### src/rtl/proc_pkg.sv
// Shared processor-wide constants for the fetch path.
package proc_pkg;

   localparam int unsigned WORD_W       = 32;
   localparam logic [31:0] NOP_INS      = 32'h0;
   // One fetched pair covers two words, so it advances both the PC and the queue write pointer by two.
   localparam int unsigned PC_PAIR_STEP = 2;

endpackage

### src/rtl/fetch_queue_mem.sv
// Fetch queue storage: DEPTH entries of {ins, pc}, two adjacent write ports, two combinational read ports.
module fetch_queue_mem #(
   parameter int unsigned DEPTH  = 8,
   parameter int unsigned WORD_W = 32,
   parameter int unsigned AW     = $clog2(DEPTH)
) (
   input  logic              clk_i,
   input  logic              we_i,
   input  logic [AW-1:0]     waddr0_i,
   input  logic [AW-1:0]     waddr1_i,
   input  logic [WORD_W-1:0] wins0_i,
   input  logic [WORD_W-1:0] wpc0_i,
   input  logic [WORD_W-1:0] wins1_i,
   input  logic [WORD_W-1:0] wpc1_i,
   input  logic [AW-1:0]     raddr0_i,
   input  logic [AW-1:0]     raddr1_i,
   output logic [WORD_W-1:0] rins0_o,
   output logic [WORD_W-1:0] rpc0_o,
   output logic [WORD_W-1:0] rins1_o,
   output logic [WORD_W-1:0] rpc1_o
);

   logic [WORD_W-1:0] ins_q [DEPTH];
   logic [WORD_W-1:0] pc_q  [DEPTH];

   // Write both halves of an accepted pair; contents are intentionally not reset.
   always_ff @(posedge clk_i) begin
      if (we_i) begin
         ins_q[waddr0_i] <= wins0_i;
         pc_q[waddr0_i]  <= wpc0_i;
         ins_q[waddr1_i] <= wins1_i;
         pc_q[waddr1_i]  <= wpc1_i;
      end
   end

   // Asynchronous head reads.
   always_comb begin
      rins0_o = ins_q[raddr0_i];
      rpc0_o  = pc_q[raddr0_i];
      rins1_o = ins_q[raddr1_i];
      rpc1_o  = pc_q[raddr1_i];
   end

endmodule

### src/rtl/fetch_queue.sv
// Instruction fetch queue: accepts aligned instruction pairs, hands 0..2 to the decoder in order.
module fetch_queue #(
   parameter int unsigned DEPTH  = 8,
   parameter int unsigned WORD_W = proc_pkg::WORD_W
) (
   input  logic                       clk,
   input  logic                       rst,
   input  logic                       in_valid,
   input  logic [WORD_W-1:0]          in_ins0,
   input  logic [WORD_W-1:0]          in_ins1,
   input  logic [WORD_W-1:0]          in_pc,
   input  logic                       flush,
   input  logic [1:0]                 deq_cnt,
   output logic                       stall,
   output logic                       out_valid0,
   output logic                       out_valid1,
   output logic [WORD_W-1:0]          out_ins0,
   output logic [WORD_W-1:0]          out_ins1,
   output logic [WORD_W-1:0]          out_pc0,
   output logic [WORD_W-1:0]          out_pc1,
   output logic [$clog2(DEPTH):0]     count
);

   import proc_pkg::*;

   localparam int unsigned AW = $clog2(DEPTH);
   localparam int unsigned CW = AW + 1;

   logic [AW-1:0]     wr_ptr_q, wr_ptr_d;
   logic [AW-1:0]     rd_ptr_q, rd_ptr_d;
   logic [CW-1:0]     count_q, count_d;
   logic [AW-1:0]     wr_addr1, rd_addr1;
   logic [1:0]        deq_req;
   logic [CW-1:0]     deq_eff;
   logic [CW-1:0]     enq_amt;
   logic              enq;
   logic [WORD_W-1:0] in_pc1;
   logic [WORD_W-1:0] rins0, rpc0, rins1, rpc1;

   // Stall looks only at registered occupancy, keeping deq_cnt/in_valid off the stall path.
   assign stall = count_q > CW'(DEPTH - 2);
   assign count = count_q;

   // Next-state for pointers and occupancy; flush overrides any enqueue or dequeue.
   always_comb begin
      deq_req  = (deq_cnt == 2'd3) ? 2'd2 : deq_cnt;
      deq_eff  = (count_q < CW'(deq_req)) ? count_q : CW'(deq_req);
      enq      = in_valid && !stall && !flush;
      enq_amt  = enq ? CW'(PC_PAIR_STEP) : '0;
      wr_addr1 = wr_ptr_q + AW'(1);
      rd_addr1 = rd_ptr_q + AW'(1);
      in_pc1   = in_pc + WORD_W'(1);
      wr_ptr_d = enq ? wr_ptr_q + AW'(PC_PAIR_STEP) : wr_ptr_q;
      rd_ptr_d = rd_ptr_q + AW'(deq_eff);
      count_d  = count_q + enq_amt - deq_eff;
      if (flush) begin
         wr_ptr_d = '0;
         rd_ptr_d = '0;
         count_d  = '0;
      end
   end

   // Pointer and occupancy registers.
   always_ff @(posedge clk or posedge rst) begin
      if (rst) begin
         wr_ptr_q <= '0;
         rd_ptr_q <= '0;
         count_q  <= '0;
      end else begin
         wr_ptr_q <= wr_ptr_d;
         rd_ptr_q <= rd_ptr_d;
         count_q  <= count_d;
      end
   end

   fetch_queue_mem #(
      .DEPTH  (DEPTH),
      .WORD_W (WORD_W),
      .AW     (AW)
   ) u_mem (
      .clk_i    (clk),
      .we_i     (enq),
      .waddr0_i (wr_ptr_q),
      .waddr1_i (wr_addr1),
      .wins0_i  (in_ins0),
      .wpc0_i   (in_pc),
      .wins1_i  (in_ins1),
      .wpc1_i   (in_pc1),
      .raddr0_i (rd_ptr_q),
      .raddr1_i (rd_addr1),
      .rins0_o  (rins0),
      .rpc0_o   (rpc0),
      .rins1_o  (rins1),
      .rpc1_o   (rpc1)
   );

   // Head outputs, zeroed (NOP) when the slot is empty.
   always_comb begin
      out_valid0 = count_q >= CW'(1);
      out_valid1 = count_q >= CW'(2);
      out_ins0   = out_valid0 ? rins0 : WORD_W'(NOP_INS);
      out_pc0    = out_valid0 ? rpc0  : '0;
      out_ins1   = out_valid1 ? rins1 : WORD_W'(NOP_INS);
      out_pc1    = out_valid1 ? rpc1  : '0;
   end

endmodule

### config.mk
export PLATFORM = sky130hd
export DESIGN_NAME = fetch_queue
export DESIGN_NICKNAME = d
export VERILOG_FILES = /design/src/rtl/proc_pkg.sv /design/src/rtl/fetch_queue_mem.sv /design/src/rtl/fetch_queue.sv
export SDC_FILE = /design/constraint.sdc
export NUM_CORES = 1
export LEC_CHECK = 0
export ABC_CLOCK_PERIOD_IN_PS = 12800
export CORE_MARGIN = 2
export CORE_UTILIZATION = 45
export DETAILED_ROUTE_END_ITERATION = 16
export GPL_TIMING_DRIVEN = 0
export MAX_ROUTING_LAYER = met4
export SLEW_MARGIN = 10
export SYNTH_ARGS = -nofsm -noshare
export SYNTH_HDL_FRONTEND = slang
export SYNTH_SLANG_ARGS = --single-unit
### constraint.sdc
create_clock -name clk -period 12.8 [get_ports clk]
set_input_delay 1.92 -clock clk [delete_from_list [all_inputs] [get_ports clk]]
set_output_delay 1.92 -clock clk [all_outputs]
set_load 0.1 [all_outputs]
==> flow_summary_export.csv <==
group,metric,value,unit
critical_path,slowest_delay,1.21,ns
global_route,grt_pass1_vias,19900,
cts,hold_buffers,0,
floorplanning,die_w,253,um
routing,wl,90800,um
timing,worst_slew_pin_slew,1.24,ns
cells_and_area,final_cells,3274,
yosys,ys_seq_elements,521,
cts,path_clk_slew,0.07,ns
place,routabilityCongestion,0.831,
cells_and_area,syn2layout_area_growth,18.5,%
cts,cts.sinks,521,
yosys,synthArstFlopShare,0.0173,
global_route,grt_overflow,0,
cells_and_area,drive_gt1_frac,0.161,
cts,cts_setup_buffers,0,
routing,drtIter0Drc,2067,
timing,layout_min_cycle_time,7.08,ns
global_route,antenna_found_initial,10,
yosys,yosysMostFrequentCell,"nand2_1",
critical_path,cp-end-kind,"primary output",
timing,holdWs,0.639,ns
routing,via_count,19500,
routing,drtPass1Iterations,8,
floorplanning,die_area,64100,um2
yosys,netlist_top_cells_count,"597 x nand2_1, 512 x edfxtp_1, 256 x mux4_2",
yosys,synth-edff-count,512,
cts,cts_buffers,53,
cells_and_area,final_util,0.538,
place,dp_hpwl,59900,um
yosys,synth_flop_cell,"edfxtp_1",
cts,cts_tree,"yes",
routing,viasPerCell,5.96,
timing,worst_slew_margin_rel,0.173,
yosys,yosysSeqAreaShare,0.558,
yosys,synth_top_area_frac,0.550,
flow_run,cap_violations,0,
timing,hold_viol,0,
routing,wl_per_cell,27.7,um
floorplanning,core,61600,um2
cts,cts-htree-levels,2,
critical_path,cp-start-kind,"flip-flop",
timing,drv_slew,0,
cts,cts_buffer_depth,3,
timing,tns,0,ns
routing,drtAntennaViolNets,0,
floorplanning,start_util,0.454,
timing,fmaxAchievable,141,MHz
timing,rsz0062_at_grt,"no",
yosys,yosysUniqueCellTypes,40,
critical_path,path_max_fanout,10,
floorplanning,num_rows,91,
yosys,netlist_area,27900,um2
cts,worst_skew_pair.late_latency,0.62,ns
cts,cts_resized,0,
global_route,grt_use_total,0.293,
yosys,synth_area_leaders,"edfxtp_1 55%, mux4_2 21%, nand2_1 8.0%",
critical_path,critPathRequiredTime,10.88,ns
critical_path,cp.arrival,5.16,ns
floorplanning,fp.dieH,253,um
global_route,grt_pass1_wl,130000,um
cells_and_area,fillers,5097,
yosys,syn_nets,2227,
cells_and_area,nNetsFinal,2503,
place,port_buffers,208,
critical_path,cp_cell_sequence,"ha_1, buf_2, buf_1, clkbuf_1, mux4_2, nand2_1, a21oi_1, clkdlybuf4s50_1",
run_status,status,"complete, no violations",
floorplanning,pin_count,237,
cts,clockRootBuffer,"clkbuf_16",
yosys,yosys.area.top_type,"edfxtp_1",
yosys,syn_avg_cell_area,13.3,um2
global_route,grt_max_degree,51,
routing,drc_errors,0,
critical_path,critPathKind,"flip-flop to primary output",
timing,finalSetupViolCount,0,
yosys,netlist_instances,2108,
yosys,synth_warnings,0,
critical_path,critPathSlowestCell,"clkdlybuf4s50_1",
worst_hold_path,hold_class,"flip-flop to flip-flop",
timing,clock-skew-final,0.0209,ns
timing,fin_crit_sh,0.553,
place,placedCellCount,3165,
registers in the layout, summed over array words and instances, names as in the netlist:
name	count
count	4
rd_ptr_q	3
u_mem.ins_q	256
u_mem.pc_q	256
wr_ptr_q	2
through the flow:
| step | setup slack [ns] | area [um2] |
|---|---|---|
| after floorplan | 7.41 | 27900 |
| after global placement | 3.55 | 31100 |
| after detailed placement | 6.35 | 31400 |
| after CTS | 5.69 | 33100 |
| after global routing | 5.59 | 33100 |
| final | 5.72 | 33100 |
worst max-delay path, delay by kind of cell, from the launching register on:
family | cells | cell delay [ns]
flip-flops | 1 | 0.43
buffers and inverters | 4 | 3.00
multiplexers | 1 | 0.35
adder cells (fa/ha/maj) | 1 | 0.33
AND/OR/NAND/NOR | 1 | 0.06
AO/OA/AOI/OAI | 1 | 0.37
cells in the final DEF (no fill, tap or decap), drive strengths merged, types with 9 or more instances in the layout:
cell type,n
nand2,597
clkinv,35
diode,10
a21oi,66
ha,14
clkdlybuf4s50,208
nor3,11
clkbuf,217
nand4,15
xnor2,82
buf,82
mux4,256
inv,22
xor2,45
mux2i,67
nand3,20
nor2,120
edfxtp,512
dfrtp,9
path summary, 6_finish.rpt:
kind / to / from / cells past startpoint / slack [ns]
max: out_ins1[0] / rd_ptr_q[1]$_DFF_PP0_ / 8 / 5.72
min: wr_ptr_q[2]$_DFFE_PP0N_ / wr_ptr_q[2]$_DFFE_PP0N_ / 2 / 0.64
max reg2reg: u_mem.ins_q[0][23]$_DFFE_PP_ / count[3]$_DFF_PP0_ / 9 / 8.34
min reg2reg: wr_ptr_q[2]$_DFFE_PP0N_ / wr_ptr_q[2]$_DFFE_PP0N_ / 2 / 0.64
max in group asynchronous: rd_ptr_q[1]$_DFF_PP0_ / rst / 2 / 10.83
min in group asynchronous: wr_ptr_q[2]$_DFFE_PP0N_ / rst / 2 / 1.68
metal layers:
| metal | up-vias | GRT usage | share of wire |
|---|---|---|---|
| met1 | 10000 | 0.374 | 0.39 |
| met2 | 989 | 0.479 | 0.49 |
| met5 | - | - | 0 |
| met3 | 183 | 0.0518 | 0.084 |
| li1 | 8297 | - | - |
| met4 | 0 | 0.0950 | 0.030 |
logic make-up after synthesis:
logic type	after synthesis	synth area share
flops	521	0.558
buf+inv	251	0.0352
compound gates	75	0.0144
xor+xnor	127	0.0398
fa+ha+maj	17	0.00842
simple gates	794	0.114
mux	323	0.230
final cells by class:
cell class	count	area, um2	share of cell area
Inverter	26	105	0.00317
Buffer	225	905	0.0273
Clock inverter	37	294	0.00888
Sequential cell	521	15600	0.471
Tap cell	837	1050	0.0316
Clock buffer	61	1400	0.0422
Antenna cell	10	25.0	0.000755
Timing Repair Buffer	221	2380	0.0718
Multi-Input combinational cell	1336	11400	0.343
Power is left out: the tool's default activity adds up to more than one toggle a clock period on the data nets, which glitch-free logic cannot reach.
